==> src/rtl/pulp_clock_switch_ctrl.sv <==
// Sequencing controller for a glitch-safe switch between two clock sources.
// It closes the downstream clock gate, flips the mux select, then reopens the gate, with settle delays between steps.
module pulp_clock_switch_ctrl #(
  parameter int unsigned SETTLE_CYCLES = 4,
  parameter logic        INIT_SEL      = 1'b0
) (
  input  logic clk_i,
  input  logic rst_ni,
  input  logic req_i,
  input  logic req_sel_i,
  input  logic test_en_i,
  output logic ack_o,
  output logic busy_o,
  output logic sel_o,
  output logic clk_en_o
);

  localparam int unsigned   CW       = $clog2(SETTLE_CYCLES + 1);
  localparam logic [CW-1:0] CNT_LOAD = CW'(SETTLE_CYCLES - 1);
  localparam logic [CW-1:0] CNT_ONE  = CW'(1);
  localparam logic [CW-1:0] CNT_ZERO = CW'(0);

  typedef enum logic [1:0] {
    IDLE     = 2'd0,
    GATE_OFF = 2'd1,
    SWITCH   = 2'd2,
    ACK      = 2'd3
  } state_t;

  state_t        state_r, state_s;
  logic [CW-1:0] cnt_r, cnt_s;
  logic          sel_r, sel_s;
  logic          tgt_r, tgt_s;
  logic          en_r, en_s;
  logic          ack_r, ack_s;
  logic          busy_r, busy_s;

  // Next-state and next-output logic
  always_comb begin
    state_s = state_r;
    cnt_s   = cnt_r;
    sel_s   = sel_r;
    tgt_s   = tgt_r;
    en_s    = en_r;
    ack_s   = ack_r;
    busy_s  = busy_r;
    case (state_r)
      IDLE: begin
        if (req_i) begin
          if (req_sel_i != sel_r) begin
            tgt_s   = req_sel_i;
            en_s    = 1'b0;
            busy_s  = 1'b1;
            cnt_s   = CNT_LOAD;
            state_s = GATE_OFF;
          end else begin
            state_s = ACK;
          end
        end else begin
          state_s = IDLE;
        end
      end
      GATE_OFF: begin
        if (cnt_r == CNT_ZERO) begin
          sel_s   = tgt_r;
          cnt_s   = CNT_LOAD;
          state_s = SWITCH;
        end else begin
          cnt_s = cnt_r - CNT_ONE;
        end
      end
      SWITCH: begin
        if (cnt_r == CNT_ZERO) begin
          en_s    = 1'b1;
          ack_s   = 1'b1;
          busy_s  = 1'b0;
          state_s = ACK;
        end else begin
          cnt_s = cnt_r - CNT_ONE;
        end
      end
      ACK: begin
        // A no-op accept arrives here with ack low; raise it before honouring a dropped req.
        if (!ack_r) begin
          ack_s = 1'b1;
        end else if (!req_i) begin
          ack_s   = 1'b0;
          state_s = IDLE;
        end else begin
          ack_s = 1'b1;
        end
      end
      default: begin
        state_s = IDLE;
      end
    endcase
  end

  // State and output registers
  always_ff @(posedge clk_i or negedge rst_ni) begin
    if (!rst_ni) begin
      state_r <= IDLE;
      cnt_r   <= CNT_ZERO;
      sel_r   <= INIT_SEL;
      tgt_r   <= INIT_SEL;
      en_r    <= 1'b1;
      ack_r   <= 1'b0;
      busy_r  <= 1'b0;
    end else begin
      state_r <= state_s;
      cnt_r   <= cnt_s;
      sel_r   <= sel_s;
      tgt_r   <= tgt_s;
      en_r    <= en_s;
      ack_r   <= ack_s;
      busy_r  <= busy_s;
    end
  end

  assign ack_o    = ack_r;
  assign busy_o   = busy_r;
  assign sel_o    = sel_r;
  // Scan mode must always see a running clock, so it bypasses the register here.
  assign clk_en_o = en_r | test_en_i;

endmodule

==> config.mk <==
export PLATFORM = sky130hd
export DESIGN_NAME = pulp_clock_switch_ctrl
export DESIGN_NICKNAME = d
export VERILOG_FILES = /design/src/rtl/pulp_clock_switch_ctrl.sv
export SDC_FILE = /design/constraint.sdc
export NUM_CORES = 1
export LEC_CHECK = 0
export ABC_AREA = 1
export CAP_MARGIN = 0
export CELL_PAD_IN_SITES_DETAIL_PLACEMENT = 1
export CELL_PAD_IN_SITES_GLOBAL_PLACEMENT = 1
export CORE_MARGIN = 3
export CORE_UTILIZATION = 38
export DETAILED_ROUTE_END_ITERATION = 10
export GPL_ROUTABILITY_DRIVEN = 0
export PLACE_DENSITY = 0.84
export REMOVE_ABC_BUFFERS = 1
export SETUP_SLACK_MARGIN = 0.1
export SYNTH_ARGS = -nofsm -noshare
export SYNTH_HDL_FRONTEND = slang
export SYNTH_SLANG_ARGS = --single-unit
==> constraint.sdc <==
create_clock -name clk_i -period 2.1 [get_ports clk_i]
set_clock_uncertainty 0.15 [all_clocks]
set_input_delay 0.525 -clock clk_i [delete_from_list [all_inputs] [get_ports clk_i]]
set_output_delay 0.525 -clock clk_i [all_outputs]
set_load 0.05 [all_outputs]
==> flow_metrics.py <==
metrics = {
    "final_layout": {
        "multiInputGateArea_sq_um": 394,
        "fin_util": 0.523,
        "area_growth_pct": 21.2,
        "nNetsFinal": 121,
        "num-fill-cells": 225,
        "antenna_cells": 0,
        "regArea_sq_um": 251,
        "drive_gt1_frac": 0.213,
    },
    "sta": {
        "rsz0062_at_grt": "false",
        "setup_viol": 0,
        "maxSlewViolCount": 0,
        "min_period_ps": 1720,
        "finalSetupTns_ps": 0,
        "fin_crit_sh": 0.820,
        "slew_headroom": 0.679,
        "worstMarginPinSlew_ps": 480,
        "hold_violations": 0,
        "max_freq_mhz": 581,
    },
    "critical_path": {
        "crit_arrival_ps": 1050,
        "crit_end": "clk_en_o",
        "r2r_slack_ps": 390,
        "worstPathMaxFanout": 2,
        "crit_required_ps": 1420,
        "end_kind": "output port",
        "rr_endpoint": "cnt_r[0]",
        "critPathLaunch": "en_r",
        "critPathLaunchType": "flip-flop",
        "critPathKind": "reg2out",
        "r2r-start": "state_r[0]",
        "r2r_cells": 8,
    },
    "global_routing": {
        "met1_usage": 0.194,
        "grt_pass1_wl_mm": 3.00,
        "antenna_found_initial": 0,
        "grt_max_degree": 11,
        "overflow": 0,
        "grt_use_total": 0.163,
        "grt.met2_usage": 0.292,
        "busiest_layer": "met2",
        "grt_pass1_vias": 696,
        "grt_util_met3": 0.0183,
    },
    "power_and_ir_drop": {
        "vdd_drop_max_mv": 0.829,
        "p_leak_uw": 0.000469,
        "p_per_area_mw_per_mm2": 1710,
        "total_power_uw": 1460,
    },
    "placement": {
        "port_buffers": 8,
        "hpwl_mm": 1.31,
    },
    "worst_hold_path": {
        "hp-class": "reg2reg",
        "whs_path_depth": 2,
    },
    "synthesis": {
        "synth.avg_cell_area_sq_um": 7.32,
        "synth_top_area_frac": 0.320,
        "syn_inst": 96,
        "yosysSeqAreaShare": 0.358,
        "synth.distinct_cells": 19,
        "synth_area_leaders": "dfrtp_1 32%, nand2_1 17%, ha_1 12%",
        "synth_area_sq_um": 703,
        "yosysWarnings": 0,
        "synth.largest_area_cell": "dfrtp_1",
        "ys_seq_elements": 10,
    },
    "detailed_routing": {
        "drtPass1Iterations": 2,
        "drt_iter0_markers": 3,
        "antenna_left": 0,
        "routedWlPerCell_um": 13.1,
        "vias": 648,
        "viasPerCell": 4.91,
        "finalWirelength_mm": 1.73,
        "drc": 0,
    },
    "clock_network": {
        "clkTransAtPathRegs_ps": 70,
        "root_buffer": "clkbuf_4",
        "cts_tree": "done",
        "clock_path_buffers": 2,
        "clkSinkCount": 10,
        "cts_buffers": 3,
        "htree_levels": 1,
        "cts_hold_buf": 0,
        "clock_latency_ps": 270,
    },
    "floorplan": {
        "io-pin-count": 9,
        "dieWidth_um": 49.0,
        "die_height_um": 49.0,
        "initial_utilization": 0.432,
        "fp-row-count": 14,
        "core_area_sq_mm": 0.00163,
        "die_area_sq_mm": 0.00240,
    },
    "status": {
        "status": "finished clean",
    },
    "flow_run": {
        "cap_violations": 0,
    },
}
## routing by layer
layer  wire (um)  vias to the layer above
met1         783                      313
met3          35                        2
met5           0                        -
met4          14                        0
met2         898                        7
li1            -                      326
## through the flow
stage	setup slack, ps	instances	hold WS [ps]	instance area (sq um)
finish	379	132	316	852
detailed placement	31.7	128	308	803
CTS	119	132	321	850
global route	258	132	343	852
global placement	39.7	128	304	803
floorplan	490	96	79.4	703
## layout make-up
| class | instances | area share |
|---|---|---|
| clock buffers | 4 | 0.0426 |
| inverters | 16 | 0.0705 |
| multi-input cells | 70 | 0.463 |
| flip-flops and latches | 10 | 0.295 |
| well taps | 24 | 0.0352 |
| repair buffers | 8 | 0.0940 |
## critical path, stage by stage (launching register included)
cell and delay, ps:
dfstp_2 530, or2_4 110, buf_8 130
## cells in the final DEF, fill, tap and decap left out, drive strengths merged, types with 2 or more instances in the layout
master,netlist,routed
nand2,34,34
o21ai,5,5
nand4,2,2
inv,15,15
dfrtp,9,9
buf,0,4
ha,7,7
nor2,7,7
a21oi,2,2
nand3,10,10
clkbuf,0,4
clkdlybuf4s50,0,3
## registers in the layout, indices dropped and copies added (netlist names)
name,flops
ack_o,1
busy_o,1
cnt_r,3
en_r,1
sel_o,1
state_r,2
tgt_r,1
## synthesized netlist by cell type
cell and n:
a21oi_1 2, a22oi_1 1, o21ai_2 1, nand3_2 4
dfrtp_1 9, nand4_1 2, nor2_1 6, o21ai_0 4
inv_1 10, or2_2 1, nand2_2 2, nor2_2 1
nand2_1 32, ha_1 7, clkinv_1 1, inv_2 5
dfstp_2 1, nand3_1 6, o21bai_1 1
## how the worst min path moves through the flow
stage | startpoint | endpoint | slack [ps]
global route | en_r | en_r | 340
global placement | en_r | en_r | 300
detailed placement | en_r | en_r | 310
CTS | en_r | en_r | 320
finish | en_r | en_r | 320
floorplan | rst_ni | ack_o | 80
## kinds of logic after synthesis
family / after synthesis / synth area share
buffers and inverters: 16 / 0.0854
and+or+nand+nor: 54 / 0.356
DFF: 10 / 0.358
adders and majority gates: 7 / 0.125
AOI/OAI and AO/OA: 9 / 0.0765
## power breakdown
| group | switching [uW] | internal, uW |
|---|---|---|
| Clock | 74.6 | 105 |
| Sequential | 76.5 | 295 |
| Combinational | 597 | 308 |
## repair_timing
item                       4_1_cts  5_1_grt
buffers inserted                 0        0
resized for setup                3        1
pin swaps                        1        1
setup endpoints to repair        1        1
(Power assumes the default switching activity.)
